[src/rtl/vga_pkg.sv]
// Shared VGA/UI definitions: coordinate width, screen button rectangles,
// click-controller FSM states and small geometry helpers.
package vga_pkg;

  localparam int UI_COORD_W = 12;

  localparam logic [UI_COORD_W-1:0] RECT_START_X0 = 12'd100;
  localparam logic [UI_COORD_W-1:0] RECT_START_X1 = 12'd199;
  localparam logic [UI_COORD_W-1:0] RECT_START_Y0 = 12'd50;
  localparam logic [UI_COORD_W-1:0] RECT_START_Y1 = 12'd99;
  localparam logic [UI_COORD_W-1:0] RECT_QUIT_X0  = 12'd100;
  localparam logic [UI_COORD_W-1:0] RECT_QUIT_X1  = 12'd199;
  localparam logic [UI_COORD_W-1:0] RECT_QUIT_Y0  = 12'd150;
  localparam logic [UI_COORD_W-1:0] RECT_QUIT_Y1  = 12'd199;

  // Packed region tables for the click controller; index 0 is START, 1 is QUIT.
  localparam int UI_SCREEN_N_BTN = 2;
  localparam logic [UI_SCREEN_N_BTN*UI_COORD_W-1:0] UI_SCREEN_BTN_X0 = {RECT_QUIT_X0, RECT_START_X0};
  localparam logic [UI_SCREEN_N_BTN*UI_COORD_W-1:0] UI_SCREEN_BTN_X1 = {RECT_QUIT_X1, RECT_START_X1};
  localparam logic [UI_SCREEN_N_BTN*UI_COORD_W-1:0] UI_SCREEN_BTN_Y0 = {RECT_QUIT_Y0, RECT_START_Y0};
  localparam logic [UI_SCREEN_N_BTN*UI_COORD_W-1:0] UI_SCREEN_BTN_Y1 = {RECT_QUIT_Y1, RECT_START_Y1};

  typedef enum logic [1:0] {
    UI_IDLE    = 2'd0,
    UI_ARMED   = 2'd1,
    UI_BLOCKED = 2'd2,
    UI_HOLDOFF = 2'd3
  } ui_click_state_t;

  function automatic int clog2_min1(input int value);
    return (value > 32'sd1) ? $clog2(value) : 32'sd1;
  endfunction

  // Inclusive unsigned containment; an inverted rectangle can never contain a point.
  function automatic logic in_rect(
    input logic [UI_COORD_W-1:0] x,
    input logic [UI_COORD_W-1:0] y,
    input logic [UI_COORD_W-1:0] x0,
    input logic [UI_COORD_W-1:0] x1,
    input logic [UI_COORD_W-1:0] y0,
    input logic [UI_COORD_W-1:0] y1
  );
    return (x >= x0) && (x <= x1) && (y >= y0) && (y <= y1);
  endfunction

endpackage

[src/rtl/button_debounce.sv]
// Registers a raw button level, filters it with a stability counter and
// derives single-cycle rise/fall pulses from the filtered level.
module button_debounce
  import vga_pkg::*;
#(
  parameter int   DEBOUNCE_CYC = 65536,
  parameter logic RESET_LEVEL  = 1'b1
) (
  input  logic clk,
  input  logic rst,
  input  logic raw,
  output logic level,
  output logic rise,
  output logic fall
);

  localparam int CNT_W = clog2_min1(DEBOUNCE_CYC);
  localparam logic [CNT_W-1:0] CNT_MAX = CNT_W'(DEBOUNCE_CYC - 1);

  logic             raw_r;
  logic             level_r;
  logic             level_d_r;
  logic [CNT_W-1:0] cnt_r;

  // Input register, stability counter and filtered level; the raw register
  // starts at the filtered level so reset itself never counts as a change.
  always_ff @(posedge clk) begin
    if (rst) begin
      raw_r     <= RESET_LEVEL;
      level_r   <= RESET_LEVEL;
      level_d_r <= RESET_LEVEL;
      cnt_r     <= {CNT_W{1'b0}};
    end else begin
      raw_r     <= raw;
      level_d_r <= level_r;
      if (raw_r == level_r) begin
        cnt_r <= {CNT_W{1'b0}};
      end else if (cnt_r == CNT_MAX) begin
        level_r <= raw_r;
        cnt_r   <= {CNT_W{1'b0}};
      end else begin
        cnt_r <= cnt_r + CNT_W'(1);
      end
    end
  end

  assign level = level_r;
  assign rise  = level_r & ~level_d_r;
  assign fall  = ~level_r & level_d_r;

endmodule

[src/rtl/ui_click_controller.sv]
// Debounced mouse buttons plus rectangle hit-testing, producing one-shot
// click events with press/release-over-same-button semantics and a hold-off.
module ui_click_controller
  import vga_pkg::*;
#(
  parameter int N_BTN        = 4,
  parameter int DEBOUNCE_CYC = 65536,
  parameter int HOLDOFF_CYC  = 2000000,
  parameter int ID_W         = clog2_min1(N_BTN)
) (
  input  logic                        clk,
  input  logic                        rst,
  input  logic                        mouse_left,
  input  logic                        mouse_right,
  input  logic [UI_COORD_W-1:0]       xpos,
  input  logic [UI_COORD_W-1:0]       ypos,
  input  logic [N_BTN*UI_COORD_W-1:0] btn_x0,
  input  logic [N_BTN*UI_COORD_W-1:0] btn_x1,
  input  logic [N_BTN*UI_COORD_W-1:0] btn_y0,
  input  logic [N_BTN*UI_COORD_W-1:0] btn_y1,
  input  logic [N_BTN-1:0]            btn_enable,
  output logic                        hover_valid,
  output logic [ID_W-1:0]             hover_id,
  output logic                        click_valid,
  output logic [ID_W-1:0]             click_id,
  output logic                        right_click,
  output logic                        busy
);

  localparam int HOLD_W = clog2_min1(HOLDOFF_CYC);
  localparam logic [HOLD_W-1:0] HOLD_MAX = HOLD_W'(HOLDOFF_CYC - 1);

  logic left_level_s, left_rise_s, left_fall_s;
  logic right_level_s, right_rise_s, right_fall_s;
  logic unused_s;

  button_debounce #(.DEBOUNCE_CYC(DEBOUNCE_CYC), .RESET_LEVEL(1'b1)) u_left_db (
    .clk(clk), .rst(rst), .raw(mouse_left),
    .level(left_level_s), .rise(left_rise_s), .fall(left_fall_s)
  );

  button_debounce #(.DEBOUNCE_CYC(DEBOUNCE_CYC), .RESET_LEVEL(1'b1)) u_right_db (
    .clk(clk), .rst(rst), .raw(mouse_right),
    .level(right_level_s), .rise(right_rise_s), .fall(right_fall_s)
  );

  assign unused_s = ^{left_level_s, right_level_s, right_fall_s};

  logic            hit_valid_s;
  logic [ID_W-1:0] hit_id_s;
  logic            hover_valid_r;
  logic [ID_W-1:0] hover_id_r;

  // Priority hit test: scanning downwards lets the lowest matching index win.
  always_comb begin
    hit_valid_s = 1'b0;
    hit_id_s    = {ID_W{1'b0}};
    for (int i = N_BTN - 1; i >= 0; i--) begin
      logic match_s;
      match_s = btn_enable[i] &&
                in_rect(xpos, ypos,
                        btn_x0[i*UI_COORD_W +: UI_COORD_W], btn_x1[i*UI_COORD_W +: UI_COORD_W],
                        btn_y0[i*UI_COORD_W +: UI_COORD_W], btn_y1[i*UI_COORD_W +: UI_COORD_W]);
      hit_valid_s = hit_valid_s | match_s;
      hit_id_s    = match_s ? ID_W'(i) : hit_id_s;
    end
  end

  // Hover register gives the FSM a stable, one-cycle-late view of the cursor.
  always_ff @(posedge clk) begin
    if (rst) begin
      hover_valid_r <= 1'b0;
      hover_id_r    <= {ID_W{1'b0}};
    end else begin
      hover_valid_r <= hit_valid_s;
      hover_id_r    <= hit_id_s;
    end
  end

  ui_click_state_t state_r, next_state_s;
  logic [ID_W-1:0]   armed_id_r;
  logic [HOLD_W-1:0] hold_cnt_r;
  logic              arm_s;
  logic              fire_s;

  // Next-state logic for the left-button click FSM.
  always_comb begin
    next_state_s = state_r;
    arm_s        = 1'b0;
    fire_s       = 1'b0;
    case (state_r)
      UI_IDLE: begin
        if (left_rise_s) begin
          if (hover_valid_r) begin
            arm_s        = 1'b1;
            next_state_s = UI_ARMED;
          end else begin
            next_state_s = UI_BLOCKED;
          end
        end else begin
          next_state_s = UI_IDLE;
        end
      end
      UI_ARMED: begin
        if (left_fall_s) begin
          if (hover_valid_r && (hover_id_r == armed_id_r)) begin
            fire_s       = 1'b1;
            next_state_s = UI_HOLDOFF;
          end else begin
            next_state_s = UI_IDLE;
          end
        end else begin
          next_state_s = UI_ARMED;
        end
      end
      UI_BLOCKED: begin
        if (left_fall_s) begin
          next_state_s = UI_IDLE;
        end else begin
          next_state_s = UI_BLOCKED;
        end
      end
      UI_HOLDOFF: begin
        if (hold_cnt_r == HOLD_MAX) begin
          next_state_s = UI_IDLE;
        end else begin
          next_state_s = UI_HOLDOFF;
        end
      end
      default: next_state_s = UI_IDLE;
    endcase
  end

  logic            click_valid_r;
  logic [ID_W-1:0] click_id_r;
  logic            right_click_r;
  logic            busy_r;

  // FSM state, armed region, hold-off counter and registered event outputs.
  always_ff @(posedge clk) begin
    if (rst) begin
      state_r       <= UI_IDLE;
      armed_id_r    <= {ID_W{1'b0}};
      hold_cnt_r    <= {HOLD_W{1'b0}};
      click_valid_r <= 1'b0;
      click_id_r    <= {ID_W{1'b0}};
      right_click_r <= 1'b0;
      busy_r        <= 1'b0;
    end else begin
      state_r <= next_state_s;
      if (arm_s) begin
        armed_id_r <= hover_id_r;
      end
      if ((state_r == UI_HOLDOFF) && (next_state_s == UI_HOLDOFF)) begin
        hold_cnt_r <= hold_cnt_r + HOLD_W'(1);
      end else begin
        hold_cnt_r <= {HOLD_W{1'b0}};
      end
      click_valid_r <= fire_s;
      if (fire_s) begin
        click_id_r <= armed_id_r;
      end
      right_click_r <= right_rise_s;
      busy_r        <= (next_state_s != UI_IDLE);
    end
  end

  assign hover_valid = hover_valid_r;
  assign hover_id    = hover_id_r;
  assign click_valid = click_valid_r;
  assign click_id    = click_id_r;
  assign right_click = right_click_r;
  assign busy        = busy_r;

endmodule

[config.mk]
export PLATFORM = sky130hd
export DESIGN_NAME = ui_click_controller
export DESIGN_NICKNAME = d
export VERILOG_FILES = /design/src/rtl/vga_pkg.sv /design/src/rtl/button_debounce.sv /design/src/rtl/ui_click_controller.sv
export SDC_FILE = /design/constraint.sdc
export NUM_CORES = 1
export LEC_CHECK = 0
export ABC_AREA = 0
export CORE_ASPECT_RATIO = 1.1
export CORE_MARGIN = 4
export CORE_UTILIZATION = 44
export CTS_BUF_LIST = sky130_fd_sc_hd__clkbuf_16
export CTS_CLUSTER_DIAMETER = 100
export DETAILED_ROUTE_END_ITERATION = 7
export GPL_ROUTABILITY_DRIVEN = 0
export PLACE_DENSITY = 0.89
export SLEW_MARGIN = 20
export SYNTH_ARGS = -nofsm -noshare
export SYNTH_HDL_FRONTEND = slang
export SYNTH_SLANG_ARGS = --single-unit
[constraint.sdc]
create_clock -name clk -period 2.1 [get_ports clk]
set_input_delay 0.525 -clock clk [delete_from_list [all_inputs] [get_ports clk]]
set_output_delay 0.525 -clock clk [all_outputs]
set_load 0.005 [all_outputs]
==> results of run 1 <==
==> layer usage <==
| metal | vias up | global-route usage | routed length (um) |
|---|---|---|---|
| li1 | 3986 | - | - |
| met1 | 4220 | 0.312 | 12200 |
| met2 | 793 | 0.556 | 16900 |
| met3 | 380 | 0.0539 | 3830 |
| met4 | 0 | 0.244 | 4240 |
| met5 | - | 0 | 0 |
==> per-stage QoR <==
step,area (um2),hold WS [ns]
2_1_floorplan,7590,0.372
3_3_place_gp,10600,0.390
3_5_place_dp,10600,0.383
4_1_cts,12400,0.392
5_1_grt,12800,0.397
6_report,12800,0.395
==> worst max-delay path by stage <==
stage | to | cells past startpoint
global placement | hover_id[1] | 9
floorplan | hover_id[1] | 9
CTS | hover_id[1] | 10
detailed placement | hover_id[1] | 9
finish | hover_id[1] | 8
global route | hover_id[1] | 9
==> logic make-up (layout without fill, tap and decap cells) <==
logic type | after synthesis | after routing
buf+inv | 193 | 510
flops | 71 | 71
xor+xnor | 49 | 49
compound gates | 161 | 161
simple gates | 295 | 295
fa+ha+maj | 195 | 195
other cells | 0 | 16
mux | 4 | 4
==> area by class of cell <==
type                    instances  area share
clock buffers                   9      0.0176
repair buffers                309       0.221
clock inverters                 7     0.00744
inverters                     185      0.0546
well taps                     234      0.0229
diodes                         16     0.00313
flip-flops and latches         71       0.111
multi-input cells             704       0.562
==> layout by cell type, fill, tap and decap left out, drive strengths merged, types with 4 or more instances in the layout <==
cell and count:
ha 195, a211oi 7, dlygate4sd2 124, clkdlybuf4s50 65
nand4 43, nor2b 14, dlymetal6s2s 12, and4 5
o211ai 9, a21o 14, nor2 86, inv 185
xor2 28, dfxtp 71, a21oi 74, clkbuf 12
diode 16, clkdlybuf4s15 5, mux2i 4, a31oi 6
or3 4, nand3 36, a211o 6, or2 7
nor3b 4, nor3 12, buf 100, o21ai 28
nand2b 9, xnor2 21, nand2 54, and3 11
==> power groups by stage <==
stage	Combinational [W]	Clock [W]	Sequential, W
after global routing	0.00232	0.00170	0.00136
after floorplan	0.000648	0	0.00139
after detailed placement	0.00144	0	0.00139
after CTS	0.00175	0.00164	0.00136
after global placement	0.00137	0	0.00139
final	0.00224	0.00162	0.00136
==> sequential cells by signal, indices dropped and copies added (netlist names) <==
name	count
u_right_db.level_d_r	1
click_valid	1
state_r	2
u_right_db.cnt_r	16
u_left_db.raw_r	1
busy	1
u_left_db.level_d_r	1
u_left_db.cnt_r	16
hold_cnt_r	21
hover_id	2
hover_valid	1
u_right_db.raw_r	1
click_id	2
u_right_db.level	1
armed_id_r	2
right_click	1
u_left_db.level	1
==> what timing repair did <==
| item | 4_1_cts | 5_1_grt |
|---|---|---|
| setup endpoints to repair | 3 | 3 |
| resized for setup | 536 | 71 |
| buffers inserted | 15 | 7 |
| pin swaps | 173 | 38 |
| hold buffers | 0 | 0 |
| hold endpoints to repair | 0 | 0 |
==> worst register-to-register path, cell delays in order, from the launching register on <==
cell and delay, ns:
dfxtp_1 0.37, ha_1 0.20, nand3_1 0.17, nor2_1 0.21, and3_1 0.22, or2_1 0.43, nor2_1 0.11
==> flow_summary.ini, run 1 <==
[setup_path]
critPathMaxFanout = 2
reg2reg_launch_point = u_right_db.cnt_r[0]
worstSetupPathType = input port to flip-flop
crit_path_cell_trace = dlygate4sd2_1, ha_1, o211ai_1, a2111oi_4, o41a_1, nand4_1, and2_4, and3b_1
ff2ff_path_depth = 6
critPathCaptureType = flip-flop
cp_slowest_cell = o41a_1
regToRegEndpoint = u_right_db.cnt_r[13]
r2r_setup_slack_ns = 0.25
critical-path-max-stage-delay_ns = 0.52
cp.required_ns = 2.33
timing.critical_path.buf_inv = 1
setup.worst_path.start = btn_y0[24]
timing.critical_path.arrival_ns = 2.78
startpoint_type = input port
worst_path_dominant_cell_family = compound AO/OA/AOI/OAI gates

[worst_hold_path]
hold_path.class = flip-flop to flip-flop
min_to = right_click
timing.hold.worst.start = u_right_db.level_d_r
holdPathStages = 1

[pwr]
ir_drop_worst_vdd_mv = 0.434
pwr-share-seq = 0.261
power_report.internal_total_w = 0.00350
fin_total_pwr_w = 0.00522
pwr-share-clk = 0.310
power-per-cell-area_mw_per_mm2 = 408
static-leakage-power_nw = 5.72
pwr-share-comb = 0.429
sw_frac_of_total = 0.329
switchingPower_w = 0.00171

[placement]
io_buf_count = 231
hpwlAfterDp_mm = 19.5
dp_cells = 1484
place_worst_setup_slack_ns = -1.12

[yosys]
synth-compound-area-share = 0.131
synth_xor_area_frac = 0.0568
syn_avg_cell_area_um2 = 7.81
leading_cell_type_by_number_of_instances_after_synthesis = ha_1
post_synth_most_frequent_cells = ha_1, inv_1, nor2_1
synth_seq_cells = 71
count_of_flip_flops_with_a_built_in_enable_after_synthesis = 0
postSynthCellCount = 968
synth.net_count = 1387
synthesis.area_mm2 = 0.00756
synth_top_cell_by_area = ha_1
yosys_warnings = 0
synth.distinct_cells = 56
synth.top_cell.area_share = 0.323
async_reset_ff_frac = 0
yosys-top-cells-area = ha_1, dfxtp_1, inv_1
synth-seq-area-share = 0.188
synthesized_area_fraction_occupied_by_and_or_nand_nor_cells = 0.199
post_synth_mux_area_share = 0.00530
arithmetic_cell_share_of_the_synthesized_area_counting_full_adders_half_adders_and_majority_gates = 0.323
postSynth.topFlopCell = dfxtp_1
largest_family_of_logic_cells_by_synthesized_area = adder cells

[drt]
drc = 0
detail_route.iter0.violations = 875
post_drt_via_cell_ratio = 6.11
number_of_routed_nets_with_antenna_violations = 0
wirelength_mm = 37.2
via_count = 9379
route.detailed.wl_per_inst_um = 24.2
dr.pass1.iters = 6

[die]
initial_utilization = 0.446
die_area_mm2 = 0.0193
ios = 232
die_h_um = 145
std_cell_rows = 50
placeableCoreArea_mm2 = 0.0170
die-width_um = 133

[global_route]
first_global_vias = 9580
grt_start_max_net_pins = 21
overflow = 0
antenna_violations_before_repair = 15
grt_first_pass_wirelength_mm = 48.1
groute.usage.overall = 0.309

[layout]
stdcell_count = 1535
fillCellCount = 953
area_growth_pct = 69.2
fraction_of_layout_instances_using_a_drive_strength_above_1 = 0.321
final_net_count = 1699
utilization_after_layout = 0.754
footprint_of_the_multi_input_gates_mm2 = 0.00719
register_area_mm2 = 0.00142

[timing]
final_period_demand_of_the_worst_path_ns = 2.56
period_share = 1.22
total_negative_setup_slacks_ns = -1.30
final-setup-viol-count = 3
fin_worst_skew_ns = 0.00567
slew_headroom = 0.659
max_freq_mhz = 391
pnr_worst_setup_slack_ns = -0.456
max_slew.worst_pin.slew_ns = 0.511
report.final.hold_viol_count = 0
number_of_max_slew_violations_in_the_final_report = 0
setup_repair_after_global_routing_missed_its_margin = yes

[cts]
cts.root.buffer_cell = clkbuf_16
cts-buffers-inserted = 9
cts_max_path_buffers = 2
clock_transition_at_the_registers_of_the_reported_paths_ns = 0.06
skew_pair_late_insertion_delay_ns = 0.33
deepest_level_of_the_cts_h_tree = 3
cts_sink_cnt = 71
tritoncts = yes

[run_status]
failed_checks = negative setup slack
outcome = finished with violations

[run]
max_cap_violations = 0
Power figures use the tool's default switching activity.
==> run 2, diff against run 1 <==
--- a/config.mk
+++ b/config.mk
@@ -5,9 +5,8 @@
 export SDC_FILE = /design/constraint.sdc
 export NUM_CORES = 1
 export LEC_CHECK = 0
-export ABC_AREA = 0
 export CORE_ASPECT_RATIO = 1.1
-export CORE_MARGIN = 4
+export CORE_MARGIN = 1.5
 export CORE_UTILIZATION = 44
 export CTS_BUF_LIST = sky130_fd_sc_hd__clkbuf_16
 export CTS_CLUSTER_DIAMETER = 100
==> run 2 against run 1 <==
Effect of this change:
- the flow finishes with violations (design-rule violations, negative setup slack)
- setup slack worse by 0.11 ns
- register-to-register slack got worse by 0.04 ns
- final cell count decreased by 1.5%
- clock skew rose by 0.0013 ns
- total power grew 0.78%
- fmax is 4.0% lower
- non-clock buffer count increased by 11
- clock power decreased by 9%
- first-iteration DRC count is 27% higher
- sequential power about the same
- critical path depth up 1
- wire length grew 9.3%
==> flow_summary.ini, run 2 (synthesized netlist as in run 1, its figures left out) <==
[run_status]
outcome = finished with violations
failed_checks = design-rule violations, negative setup slack

[global_route]
groute.usage.overall = 0.329
overflow = 0
grt_start_max_net_pins = 21
first_global_vias = 9400
antenna_violations_before_repair = 8
grt_first_pass_wirelength_mm = 46.5

[pwr]
pwr-share-clk = 0.281
sw_frac_of_total = 0.345
power-per-cell-area_mw_per_mm2 = 402
static-leakage-power_nw = 5.97
switchingPower_w = 0.00181
ir_drop_worst_vdd_mv = 0.390
pwr-share-comb = 0.460
power_report.internal_total_w = 0.00344
pwr-share-seq = 0.259

[timing]
report.final.hold_viol_count = 0
final-setup-viol-count = 3
pnr_worst_setup_slack_ns = -0.562
slew_headroom = 0.683
number_of_max_slew_violations_in_the_final_report = 0
max_freq_mhz = 376
final_period_demand_of_the_worst_path_ns = 2.66
period_share = 1.27
max_slew.worst_pin.slew_ns = 0.474
setup_repair_after_global_routing_missed_its_margin = yes
fin_worst_skew_ns = 0.00697

[layout]
finish.instance_area_mm2 = 0.0131
layout_top_registers = hold_cnt_r: 21 flops, u_left_db.cnt_r: 16 flops, u_right_db.cnt_r: 16 flops
area_growth_pct = 72.9
top_register = hold_cnt_r
fraction_of_layout_instances_using_a_drive_strength_above_1 = 0.356
final_net_count = 1710
flip_flop_count_of_the_largest_register_after_layout = 21
mostFrequentLayoutCell = ha_4
stdcell_count = 1512
utilization_after_layout = 0.774
layout_common_cells = ha_4, inv_2, dlygate4sd2_1

[drt]
number_of_routed_nets_with_antenna_violations = 0
wirelength_mm = 40.7
dr.pass1.iters = 8
drc = 9
via_count = 9935
post_drt_via_cell_ratio = 6.57
route.detailed.wl_per_inst_um = 26.9
detail_route.iter0.violations = 1109

[die]
ios = 232
initial_utilization = 0.447
die_area_mm2 = 0.0180
std_cell_rows = 50
die-width_um = 128
die_h_um = 140
placeableCoreArea_mm2 = 0.0169

[placement]
io_buf_count = 231
dp_cells = 1458
placement.cell_area_mm2 = 0.0106
hpwlAfterDp_mm = 18.7

[setup_path]
startpoint_type = input port
crit_path_cell_trace = clkdlybuf4s50_1, inv_1, ha_1, a211oi_2, a2111oi_2, o41a_1, nand4_1, and2_4, and3b_1
reg2reg_launch_point = u_left_db.cnt_r[4]
critical-path-max-stage-delay_ns = 0.52
timing.critical_path.arrival_ns = 2.94
regToRegEndpoint = u_left_db.cnt_r[4]
worst-path-stages = 9
ff2ff_path_depth = 7
worst_path_dominant_cell_family = compound AO/OA/AOI/OAI gates
cp_slowest_cell = a2111oi_2
timing.critical_path.buf_inv = 2
cp.required_ns = 2.38
r2r_setup_slack_ns = 0.21
worstSetupPathType = input port to flip-flop
critPathMaxFanout = 2
critPathCaptureType = flip-flop

[worst_hold_path]
min_to = right_click
hold_path.class = flip-flop to flip-flop
timing.hold.worst.start = u_right_db.level_d_r
holdPathStages = 1

[cts]
skew_pair_late_insertion_delay_ns = 0.33
cts-buffers-inserted = 9
deepest_level_of_the_cts_h_tree = 3
tritoncts = yes
cts_max_path_buffers = 2
number_of_buffers_added_to_fix_hold_violations_after_cts = 0
cts.root.buffer_cell = clkbuf_16
clock_transition_at_the_registers_of_the_reported_paths_ns = 0.06
cts_sink_cnt = 71

[run]
max_cap_violations = 0
## run 2: worst max path at each step
stage	start	end	slack (ns)
detailed placement	ypos[5]	hover_id[1]	-1.02
floorplan	ypos[0]	hover_id[1]	-0.08
CTS	ypos[1]	hover_id[1]	-0.12
finish	btn_y0[27]	hover_id[1]	-0.56
global placement	ypos[5]	hover_id[1]	-0.90
global route	btn_y0[27]	hover_valid	-0.48
## run 2: worst register-to-register path: cells and delay by family (launching register included)
family | cells | cell delay (ns)
simple gates | 7 | 1.33
flops | 1 | 0.46
## run 2: final cells by class
type	count	area, um2
Inverter	185	701
Multi-Input combinational cell	704	7360
Clock inverter	7	63.8
Fill cell	833	3820
Antenna cell	8	20.0
Timing Repair Buffer	320	3010
Clock buffer	9	225
Sequential cell	71	1420
Tap cell	208	260
## run 2: metrics by stage
| stage | setup TNS (ns) | setup WS [ns] | power (W) | hold WS (ns) |
|---|---|---|---|---|
| floorplan | -0.115 | -0.0804 | 0.00204 | 0.372 |
| global placement | -2.59 | -0.904 | 0.00276 | 0.385 |
| detailed placement | -2.95 | -1.02 | 0.00282 | 0.389 |
| CTS | -0.249 | -0.116 | 0.00459 | 0.399 |
| global route | -1.40 | -0.482 | 0.00538 | 0.428 |
| finish | -1.63 | -0.562 | 0.00526 | 0.396 |
## run 2: layer usage
metal / GRT usage / vias to the layer above / wire, um
li1: - / 3981 / -
met4: 0.250 / 0 / 4960
met3: 0.0733 / 494 / 5060
met2: 0.572 / 1028 / 17800
met1: 0.343 / 4432 / 12800
met5: 0 / - / 0
## run 2: repair_timing
action	CTS	global route
gates resized for setup	468	218
setup endpoints to repair	3	5
buffers inserted	20	14
pin swaps	158	106
## run 2: power groups by stage
stage / Clock, W / Sequential, W / Combinational, W
global route: 0.00154 / 0.00136 / 0.00247
floorplan: 0 / 0.00139 / 0.000648
global placement: 0 / 0.00139 / 0.00137
CTS: 0.00149 / 0.00136 / 0.00173
finish: 0.00148 / 0.00136 / 0.00242
detailed placement: 0 / 0.00139 / 0.00143
